## config.mk

```make
export PLATFORM = sky130hd
export DESIGN_NAME = har_bnn1_rospine_classifier
export DESIGN_NICKNAME = d
export VERILOG_FILES = /design/src/rtl/har_bnn1_rospine_classifier.sv
export SDC_FILE = /design/constraint.sdc
export NUM_CORES = 1
export LEC_CHECK = 0
export ABC_AREA = 1
export BUFFER_PORTS_ARGS = -buffer_cell sky130_fd_sc_hd__clkbuf_2
export CORE_ASPECT_RATIO = 0.6
export CORE_MARGIN = 1
export CORE_UTILIZATION = 40
export DETAILED_ROUTE_END_ITERATION = 12
export PLACE_DENSITY = 0.66
export SLEW_MARGIN = 20
export SYNTH_ARGS = -nofsm -noshare
export SYNTH_HDL_FRONTEND = slang
export SYNTH_SLANG_ARGS = --single-unit
```

## constraint.sdc

```tcl
create_clock -name clk -period 8.1 [get_ports clk]
set_input_delay 0 -clock clk [delete_from_list [all_inputs] [get_ports clk]]
set_output_delay 0 -clock clk [all_outputs]
set_load 0.02 [all_outputs]
```

## src/rtl/har_bnn1_rospine_classifier.sv

```systemverilog
// Sequential binarized-NN classifier: one hidden neuron per clock, then one class score
// per clock with a running argmax; the winning class index is held on prediction.
module har_bnn1_rospine_classifier #(
  parameter int unsigned FEAT_CNT   = 12,
  parameter int unsigned HIDDEN_CNT = 40,
  parameter int unsigned FEAT_BITS  = 4,
  parameter int unsigned CLASS_CNT  = 6,
  parameter logic [HIDDEN_CNT*FEAT_CNT-1:0] W1 = '1,
  parameter logic [HIDDEN_CNT*$clog2(FEAT_CNT*(2**FEAT_BITS-1)+1)-1:0] T1 = {HIDDEN_CNT{8'd90}},
  parameter logic [CLASS_CNT*HIDDEN_CNT-1:0] W2 = '0
) (
  input  logic                           clk,
  input  logic                           rst,
  input  logic [FEAT_CNT*FEAT_BITS-1:0]  features,
  output logic [$clog2(CLASS_CNT)-1:0]   prediction
);

  localparam int unsigned S1 = $clog2(FEAT_CNT*(2**FEAT_BITS-1)+1);
  localparam int unsigned SW = $clog2(HIDDEN_CNT+1);
  localparam int unsigned CW = $clog2(HIDDEN_CNT);
  localparam int unsigned PW = $clog2(CLASS_CNT);
  localparam logic [FEAT_BITS-1:0] XMAX = '1;

  typedef enum logic [1:0] {
    PH_HIDDEN,
    PH_OUTPUT,
    PH_DONE
  } phase_t;

  phase_t                r_phase;
  logic [CW-1:0]         r_cnt;
  logic [HIDDEN_CNT-1:0] r_hidden;
  logic [SW-1:0]         r_best_score;
  logic [PW-1:0]         r_best_idx;
  logic [PW-1:0]         r_prediction;

  logic [FEAT_CNT-1:0]   w_w1;
  logic [S1-1:0]         w_t1;
  logic [HIDDEN_CNT-1:0] w_w2;
  logic [S1-1:0]         w_sum;
  logic                  w_hbit;
  logic [SW-1:0]         w_score;
  logic                  w_better;
  logic [PW-1:0]         w_cls;

  // Row select of the constant weight/threshold tables by the shared counter
  always_comb begin
    w_w1 = '0;
    w_t1 = '0;
    w_w2 = '0;
    for (int k = 0; k < HIDDEN_CNT; k++) begin
      if (r_cnt == CW'(k)) begin
        w_w1 = W1[k*FEAT_CNT +: FEAT_CNT];
        w_t1 = T1[k*S1 +: S1];
      end
    end
    for (int c = 0; c < CLASS_CNT; c++) begin
      if (r_cnt == CW'(c)) begin
        w_w2 = W2[c*HIDDEN_CNT +: HIDDEN_CNT];
      end
    end
  end

  // Hidden neuron: a zero weight bit uses the complemented feature value
  always_comb begin
    w_sum = '0;
    for (int j = 0; j < FEAT_CNT; j++) begin
      w_sum = w_sum + S1'(w_w1[j] ? features[j*FEAT_BITS +: FEAT_BITS]
                                  : XMAX - features[j*FEAT_BITS +: FEAT_BITS]);
    end
    w_hbit = (w_sum >= w_t1);
  end

  // Class score is the XNOR popcount; strict compare keeps the lowest index on ties
  always_comb begin
    w_score = '0;
    for (int k = 0; k < HIDDEN_CNT; k++) begin
      w_score = w_score + SW'(r_hidden[k] == w_w2[k]);
    end
    w_cls    = PW'(r_cnt);
    w_better = (r_cnt == '0) || (w_score > r_best_score);
  end

  always_ff @(posedge clk or negedge rst) begin
    if (!rst) begin
      r_phase      <= PH_HIDDEN;
      r_cnt        <= '0;
      r_hidden     <= '0;
      r_best_score <= '0;
      r_best_idx   <= '0;
      r_prediction <= '0;
    end else begin
      case (r_phase)
        PH_HIDDEN: begin
          r_hidden <= r_hidden | (HIDDEN_CNT'(w_hbit) << r_cnt);
          if (r_cnt == CW'(HIDDEN_CNT-1)) begin
            r_cnt   <= '0;
            r_phase <= PH_OUTPUT;
          end else begin
            r_cnt <= r_cnt + CW'(1);
          end
        end
        PH_OUTPUT: begin
          if (w_better) begin
            r_best_score <= w_score;
            r_best_idx   <= w_cls;
          end
          if (r_cnt == CW'(CLASS_CNT-1)) begin
            r_prediction <= w_better ? w_cls : r_best_idx;
            r_phase      <= PH_DONE;
          end else begin
            r_cnt <= r_cnt + CW'(1);
          end
        end
        default: begin
          r_phase <= r_phase;
        end
      endcase
    end
  end

  assign prediction = r_prediction;

endmodule

```

==> flow_summary.json, run 1 <==
{
  "post_cts_buffers": 0,
  "critical-path-max-stage-delay_ps": 590,
  "finalHoldViolations": 0,
  "dr.pass1.iters": 10,
  "synth.cell_area_sq_um": 5450,
  "ys_seq_area_share_pct": 27.5,
  "finClkSkew_ps": 4.79,
  "portBuffers": 52,
  "cts_sinks": 60,
  "layout-drive-gt1-share_pct": 15.2,
  "yosysTopAreaCellShare_pct": 27.5,
  "cts_buffers": 9,
  "wl_per_cell_microns": 13.7,
  "yosys_warnings": 0,
  "met1_length_microns": 5760,
  "critPathMaxFanout": 22,
  "cts-root-buf": "clkbuf_16",
  "cp-start-kind": "register",
  "setup_violations": 0,
  "status": "finished, violations left",
  "layout_commonest_cell": "inv_1",
  "hold_class": "primary input to asynchronous set/reset pin",
  "fp-row-count": 32,
  "post-route-min-period_ps": 7260,
  "max_cap_viol_count": 0,
  "final.setup.tns_ps": 0,
  "first_iter_violations": 182,
  "layout_common_cells": "inv_1 (138), nand2_1 (81), dfrtp_1 (60)",
  "hpwl_microns": 9350,
  "gr-total-overflow": 0,
  "rsz0062_at_grt": "false",
  "antenna_found_initial": 0,
  "core-area_sq_um": 13100,
  "grt_start_max_net_pins": 61,
  "post-route-period-util_pct": 89.6,
  "yosysTopAreaCell": "dfrtp_1",
  "worstPathArrival_ps": 7470,
  "path_buf_inv": 5,
  "syn_nets": 760,
  "path_class": "register to register",
  "cts_buffer_depth": 2,
  "cp-end-kind": "register",
  "area_delta_synth_final_pct": 13.0,
  "cp.required_ps": 8320,
  "ctsResizeCount": 0,
  "die_x_microns": 153,
  "ios": 53,
  "die_area_sq_um": 14100,
  "cts_tree": "done",
  "grt_use_total_pct": 18.3,
  "vias": 3983,
  "wirelength_microns": 11400,
  "grt_pass1_vias": 4171,
  "path_delay_family": "adder cells",
  "n_antenna_cell": 0,
  "postRouteAntennaNets": 0,
  "synth_area_leaders": "dfrtp_1 (28%), fa_1 (19%), ha_1 (12%)",
  "crit_path_top_delay_cell": "nand2_1",
  "met3WireLength_microns": 529,
  "drc": 1,
  "violations": "DRC",
  "dr.max_layer_used": "met4",
  "layout.nets": 814,
  "synth.distinct_cells": 41,
  "tightestPinTransition_ps": 809,
  "avgSynthCellArea_sq_um": 9.03,
  "slew_violations": 0,
  "fmax_mhz": 138,
  "routed_via_density": 4.78,
  "clk_latency_ps": 330,
  "start_util_pct": 41.8,
  "ys_ff_latch": 60,
  "place_congestion": 0.844,
  "htreeDepth": 3,
  "wl_met2_microns": 4990,
  "synthCells": 604,
  "ctsHoldBuffers": 1,
  "maxSlewHeadroom_pct": 46.0,
  "die_h_microns": 92.4,
  "clk_pin_slew_ps": 50,
  "grt_first_pass_wirelength_microns": 20200
}
## path summary, 6_finish.rpt
| check | from | to | slack, ps | cells after the start |
|---|---|---|---|---|
| worst max-delay path | r_cnt[1]$_DFFE_PN0P_ | r_hidden[19]$_DFFE_PN0P_ | 840 | 27 |
| worst min-delay path | rst | r_hidden[11]$_DFFE_PN0P_ | 370 | 3 |
| worst max register to register | r_cnt[1]$_DFFE_PN0P_ | r_hidden[19]$_DFFE_PN0P_ | 840 | 27 |
| worst min register to register | r_hidden[39]$_DFFE_PN0P_ | r_hidden[39]$_DFFE_PN0P_ | 470 | 2 |
| max in group asynchronous | rst | prediction[2]$_DFFE_PN0P_ | 7200 | 3 |
| min in group clk | r_hidden[39]$_DFFE_PN0P_ | r_hidden[39]$_DFFE_PN0P_ | 470 | 2 |
## registers in the layout, indices dropped and copies added, names as in the netlist
name          cells
prediction        3
r_cnt             6
r_best_score      6
r_hidden         40
r_best_idx        3
r_phase           2
## cells by family after synthesis
group	count (synthesis)	share of synthesized area, %
flip-flops	60	27.5
AND/OR/NAND/NOR	176	15.5
AO/OA/AOI/OAI	75	8.97
adder cells (fa/ha/maj)	106	31.5
buffers and inverters	155	11.4
XOR/XNOR	32	5.14
## final cells by class
class | instances | area (sq um)
multi-input combinational | 389 | 3330
timing repair buffer | 55 | 285
fill | 1268 | 6890
inverter | 143 | 542
tap | 170 | 213
clock inverter | 4 | 22.5
sequential | 60 | 1500
clock buffer | 12 | 267
## metal layers
layer	GRT usage (%)	vias to the layer above
met5	0	-
met4	4.88	0
met3	4.16	11
met2	27.7	80
met1	26.4	1916
li1	-	1976
## tightest hold or removal path, stage by stage
cell           delay (ps)
dlygate4sd3_1         530
clkbuf_2              100
buf_4                 590
## cells in the mapped netlist
cell / number
buf_6: 3
nor3_1: 10
inv_2: 3
fa_1: 52
clkbuf_1: 3
o221ai_1: 1
buf_2: 3
nor2_2: 3
xor2_1: 30
o211ai_1: 2
nor2_8: 1
dfrtp_1: 60
a31o_2: 2
nand3_4: 1
or2_1: 1
nand3_2: 1
nand4_1: 9
xnor2_1: 2
nor3_2: 1
o21ai_0: 9
o21ai_2: 3
or2_2: 1
nand2_2: 3
nor2_1: 42
a31oi_1: 1
a21oi_2: 2
inv_4: 2
buf_4: 2
nand4_2: 5
ha_1: 54
inv_1: 138
a21oi_1: 18
nand3_1: 13
o21bai_1: 30
buf_1: 1
nand2_4: 2
o21ai_1: 6
nand2_1: 81
o21a_1: 1
and2_1: 1
nor2_4: 1
## per-stage QoR
step	util, %	worst slack, ps	hold WS (ps)	instances	cell area, sq um
floorplan	-	1870	-296	604	5450
global placement	44.9	1120	218	816	5860
detailed placement	44.9	852	221	816	5860
CTS	47.2	829	426	833	6160
global route	47.2	343	462	833	6160
finish	47.2	844	373	833	6160
Power of run 1 is not shown: default switching activity piles up to over one toggle a cycle in this logic, so the estimate is an artifact.
==> run 2: changes to the inputs <==
- MAX_ROUTING_LAYER: default -> met4
- SETUP_SLACK_MARGIN: default -> 0.4
==> run 2 against run 1 <==
Net effect:
- the flow still finishes with violations (DRC)
- count of clock-buffer cells in the layout unchanged
- sequential cell count did not move
- routed wire length shrank 0.15%
- first-iteration DRC count decreased by 7.7%
- sequential share of layout area about the same
- fmax is 4.0% higher
- via count shrank 0.18%
- core utilization hardly changed
- register-to-register slack better by 280 ps
- non-clock buffer count unchanged
- die area unchanged
- cell area about the same
- critical endpoint unchanged
- largest cell class unchanged
==> flow_summary.json, run 2 (synthesis results as in run 1) <==
{
  "gr-total-overflow": 0,
  "dr.pass1.iters": 10,
  "setup_violations": 0,
  "postLayoutCoreUtil_pct": 47.2,
  "routed_via_density": 4.77,
  "die_area_sq_um": 14100,
  "htreeDepth": 3,
  "fmax_mhz": 143,
  "path_class": "register to register",
  "final.setup.tns_ps": 0,
  "rr_endpoint": "r_hidden[19]$_DFFE_PN0P_",
  "grt_pass1_vias": 4162,
  "cp-endpoint": "r_hidden[19]$_DFFE_PN0P_",
  "portBuffers": 52,
  "reg.largest.list": "r_hidden (40), r_best_score (6), r_cnt (6)",
  "regToRegSetupSlack_ps": 1120,
  "grt_first_pass_wirelength_microns": 20200,
  "postRouteAntennaNets": 0,
  "status": "finished, violations left",
  "tightestPinTransition_ps": 775,
  "cp-end-kind": "register",
  "vias": 3976,
  "grt_use_total_pct": 18.9,
  "critical-path-max-stage-delay_ps": 550,
  "place_congestion": 0.857,
  "maxSlewHeadroom_pct": 48.3,
  "layout_common_cells": "inv_1 (138), nand2_1 (80), dfrtp_1 (60)",
  "fp-row-count": 32,
  "max_cap_viol_count": 0,
  "cp-start-kind": "register",
  "largest_reg_flops": 40,
  "largest-register": "r_hidden",
  "clk_latency_ps": 330,
  "cts_tree": "done",
  "violations": "DRC",
  "start_util_pct": 41.8,
  "finalHoldViolations": 0,
  "post-route-min-period_ps": 6980,
  "hpwl_microns": 9350,
  "wl_per_cell_microns": 13.7,
  "layout.nets": 814,
  "n_antenna_cell": 0,
  "crit_top_cell": "fa_1",
  "cts_buffer_depth": 2,
  "cp.required_ps": 8310,
  "layout-drive-gt1-share_pct": 15.4,
  "crit_path_top_delay_cell": "fa_1",
  "first_iter_violations": 168,
  "wirelength_microns": 11400,
  "stdcell_area_sq_um": 6160,
  "antenna_found_initial": 0,
  "core-area_sq_um": 13100,
  "cts_sinks": 60,
  "area_delta_synth_final_pct": 13.0,
  "die_h_microns": 92.4,
  "rsz0062_at_grt": "false",
  "slew_violations": 0,
  "r2r-start": "r_cnt[1]$_DFFE_PN0P_",
  "cts-root-buf": "clkbuf_16",
  "post_cts_buffers": 0,
  "hold_class": "primary input to asynchronous set/reset pin",
  "startpoint": "r_cnt[1]$_DFFE_PN0P_",
  "grt_start_max_net_pins": 61,
  "die_x_microns": 153,
  "finClkSkew_ps": 4.75,
  "ios": 53,
  "clk_pin_slew_ps": 50,
  "worstPathArrival_ps": 7190,
  "placed_cell_area_sq_um": 5860,
  "layout_commonest_cell": "inv_1",
  "drc": 1,
  "r2r.worst_path.cells": 27,
  "post-route-period-util_pct": 86.2,
  "cts_buffers": 9,
  "critPathMaxFanout": 22
}
[run 2: cell counts in the layout (fill, tap and decap cells not counted)]
No cell type changed its count.
[run 2: per-layer routing]
| metal | routed length [microns] | global-route usage, % | up-vias |
|---|---|---|---|
| met5 | 0 | - | - |
| met4 | 122 | 4.88 | 0 |
| met3 | 529 | 4.31 | 11 |
| met2 | 4990 | 27.7 | 78 |
| met1 | 5750 | 26.4 | 1913 |
| li1 | - | - | 1974 |
[run 2: critical path, delay by kind of cell, from the launching register on]
family                   cells  cell delay [ps]
buffers and inverters        5              830
XOR/XNOR                     2              300
adder cells (fa/ha/maj)      9             3400
flip-flops                   1              500
AO/OA/AOI/OAI                2              400
AND/OR/NAND/NOR              9             1420
[run 2: area by class of cell]
type	instances	area, sq um
clock buffer	12	267
tap	170	213
inverter	143	542
multi-input combinational	389	3330
timing repair buffer	55	285
clock inverter	4	22.5
fill	1267	6890
sequential	60	1500
[run 2: what timing repair did]
item,CTS,global route
endpoints found under the setup margin,0,10
hold endpoints to repair,60,0
hold buffers,1,0
gates resized for setup,0,1
[run 2: through the flow]
| stage | hold slack, ps | setup WS, ps | std cells |
|---|---|---|---|
| 3_5_place_dp | 221 | 852 | 816 |
| 6_report | 376 | 1120 | 833 |
| 3_3_place_gp | 218 | 1120 | 816 |
| 4_1_cts | 426 | 829 | 833 |
| 2_1_floorplan | -296 | 1870 | 604 |
| 5_1_grt | 462 | 706 | 833 |
[run 2: worst min-delay path by stage]
stage                     startpoint                   endpoint  slack (ps)  cells past startpoint
after floorplan                  rst  prediction[0]$_DFFE_PN0P_        -300                      0
after global placement           rst   r_hidden[11]$_DFFE_PN0P_         220                      2
after detailed placement         rst   r_hidden[11]$_DFFE_PN0P_         220                      2
after CTS                        rst    r_hidden[3]$_DFFE_PN0P_         430                      3
after global routing             rst   r_hidden[11]$_DFFE_PN0P_         460                      3
final                            rst   r_hidden[31]$_DFFE_PN0P_         380                      3
Power of run 2 is left out for the same reason.
==> run 3: changes to the inputs <==
- CAP_MARGIN: default -> 10
- clock period: 8.1 -> 7.45 ns (I/O delays scaled with it)
==> run 3 against run 2 <==
Net effect:
- the flow still finishes with violations (DRC)
- via count increased by 3.2%
- die area unchanged
- fmax increased by 5.3%
- cell count increased by 1.2%
- core utilization increased by 0.81 points
- setup slack got worse by 300 ps
- clock skew about the same
- cell area increased by 1.7%
- critical path type unchanged
- largest cell class unchanged
==> flow_summary.json, run 3 (synthesis results as in run 1) <==
{
  "cts_tree": "done",
  "die_area_sq_um": 14100,
  "crit_path_top_delay_cell": "dfrtp_1",
  "grt_start_max_net_pins": 61,
  "core-area_sq_um": 13100,
  "slew_violations": 0,
  "routed_via_density": 4.87,
  "violations": "DRC",
  "regArea_sq_um": 1500,
  "hold_class": "primary input to asynchronous set/reset pin",
  "max_cap_viol_count": 0,
  "start_util_pct": 41.8,
  "cp-end-kind": "register",
  "critical-path-max-stage-delay_ps": 550,
  "htreeDepth": 3,
  "postRouteAntennaNets": 0,
  "first_iter_violations": 228,
  "fill_cells": 1216,
  "fp-row-count": 32,
  "grt_pass1_vias": 4390,
  "layout_commonest_cell": "inv_1",
  "fmax_mhz": 151,
  "portBuffers": 52,
  "cp-start-kind": "register",
  "reg.largest.list": "r_hidden (40), r_best_score (6), r_cnt (6)",
  "critPathMaxFanout": 15,
  "grt_use_total_pct": 19.5,
  "clk_latency_ps": 320,
  "multi_input_area_sq_um": 3330,
  "hpwl_microns": 9740,
  "layout.nets": 825,
  "largest_reg_flops": 40,
  "final.setup.tns_ps": 0,
  "largest-register": "r_hidden",
  "cp.required_ps": 7660,
  "layout_common_cells": "inv_1 (136), nand2_1 (80), dfrtp_1 (59)",
  "path_buf_inv": 3,
  "status": "finished, violations left",
  "layout-drive-gt1-share_pct": 16.8,
  "wl_per_cell_microns": 14.3,
  "area_delta_synth_final_pct": 15.0,
  "setup_violations": 0,
  "die_h_microns": 92.4,
  "ios": 53,
  "finClkSkew_ps": 4.55,
  "vias": 4105,
  "path_class": "register to register",
  "place_congestion": 0.861,
  "dr.pass1.iters": 10,
  "rsz0062_at_grt": "false",
  "cts_buffers": 9,
  "crit_chain": "clkinvlp_4, ha_1, nor2_1, nand2_1, nand2_2, buf_4, xor2_1, ha_1, fa_1, fa_1, fa_1, inv_1, fa_1, fa_1, o221ai_1, xor2_1, ha_1, or2_2, a21oi_1, nand2_2, nand2_1, nor2_1, nand2_1, nand2_1",
  "crit_top_cell": "fa_1",
  "die_x_microns": 153,
  "clk_pin_slew_ps": 50,
  "gr-total-overflow": 0,
  "wirelength_microns": 12000,
  "post-route-period-util_pct": 89.0,
  "worstPathArrival_ps": 6840,
  "path_delay_family": "adder cells",
  "finalHoldViolations": 0,
  "n_antenna_cell": 0,
  "drc": 1,
  "cts-root-buf": "clkbuf_16",
  "cts_sinks": 60,
  "grt_first_pass_wirelength_microns": 20900,
  "tightestPinTransition_ps": 777,
  "antenna_found_initial": 0,
  "post-route-min-period_ps": 6630,
  "cts_buffer_depth": 2,
  "maxSlewHeadroom_pct": 48.2
}
==> run 3: cell types whose count changed in the layout (fill, tap and decap cells not counted) <==
| cell | previous run | this run |
|---|---|---|
| clkbuf_1 | 0 | 2 |
| dfrtp_1 | 60 | 59 |
| dfrtp_2 | 0 | 1 |
| buf_4 | 2 | 13 |
| clkinvlp_4 | 1 | 2 |
| bufinv_16 | 0 | 1 |
| inv_1 | 138 | 136 |
| clkinv_2 | 3 | 0 |
==> run 3: cell type report <==
cell class / instances / area share, %
Multi-Input combinational cell: 389 / 53.2
Sequential cell: 60 / 24.0
Inverter: 143 / 8.76
Timing Repair Buffer: 66 / 5.87
Clock buffer: 14 / 4.37
Tap cell: 170 / 3.39
Clock inverter: 1 / 0.479
==> run 3: repair_timing <==
item	4_1_cts	5_1_grt
setup buffers	0	7
hold buffers	1	0
endpoints found under the setup margin	0	40
resized for setup	0	4
endpoints found under the hold margin	60	0
==> run 3: stage by stage <==
stage | instances | cell area (sq um) | utilization [%] | hold WS, ps | setup WS [ps]
finish | 843 | 6270 | 48.0 | 381 | 821
global route | 843 | 6270 | 48.0 | 465 | 402
CTS | 836 | 6200 | 47.5 | 431 | 492
detailed placement | 820 | 5890 | 45.1 | 227 | 533
global placement | 820 | 5890 | 45.1 | 218 | 714
floorplan | 604 | 5450 | - | -296 | 1220
==> run 3: path summary, 6_finish.rpt <==
| kind | from | endpoint | slack (ps) | depth (start not counted) |
|---|---|---|---|---|
| hold reg to reg | r_hidden[7]$_DFFE_PN0P_ | r_hidden[7]$_DFFE_PN0P_ | 470 | 2 |
| max in group asynchronous | rst | r_cnt[1]$_DFFE_PN0P_ | 6510 | 3 |
| min in group clk | r_hidden[7]$_DFFE_PN0P_ | r_hidden[7]$_DFFE_PN0P_ | 470 | 2 |
| hold / removal | rst | r_hidden[5]$_DFFE_PN0P_ | 380 | 3 |
| setup reg to reg | r_cnt[0]$_DFFE_PN0P_ | r_hidden[39]$_DFFE_PN0P_ | 820 | 24 |
| setup / recovery | r_cnt[0]$_DFFE_PN0P_ | r_hidden[39]$_DFFE_PN0P_ | 820 | 24 |
==> run 3: worst register-to-register path, delay by kind of cell, from the launching register on <==
| family | cells | cell delay [ps] |
|---|---|---|
| AOI/OAI and AO/OA | 2 | 390 |
| xor gates and xnor gates | 2 | 330 |
| adders and majority gates | 8 | 3290 |
| buffers and inverters | 3 | 600 |
| DFF | 1 | 550 |
| and+or+nand+nor | 9 | 1350 |
==> run 3: per-layer routing <==
layer	wire, microns	GRT usage [%]	vias to the layer above
met5	0	-	-
met4	209	5.56	0
met3	826	4.73	23
met2	5410	30.4	125
met1	5590	25.5	1960
li1	-	-	1997
Power of run 3 is left out for the same reason.
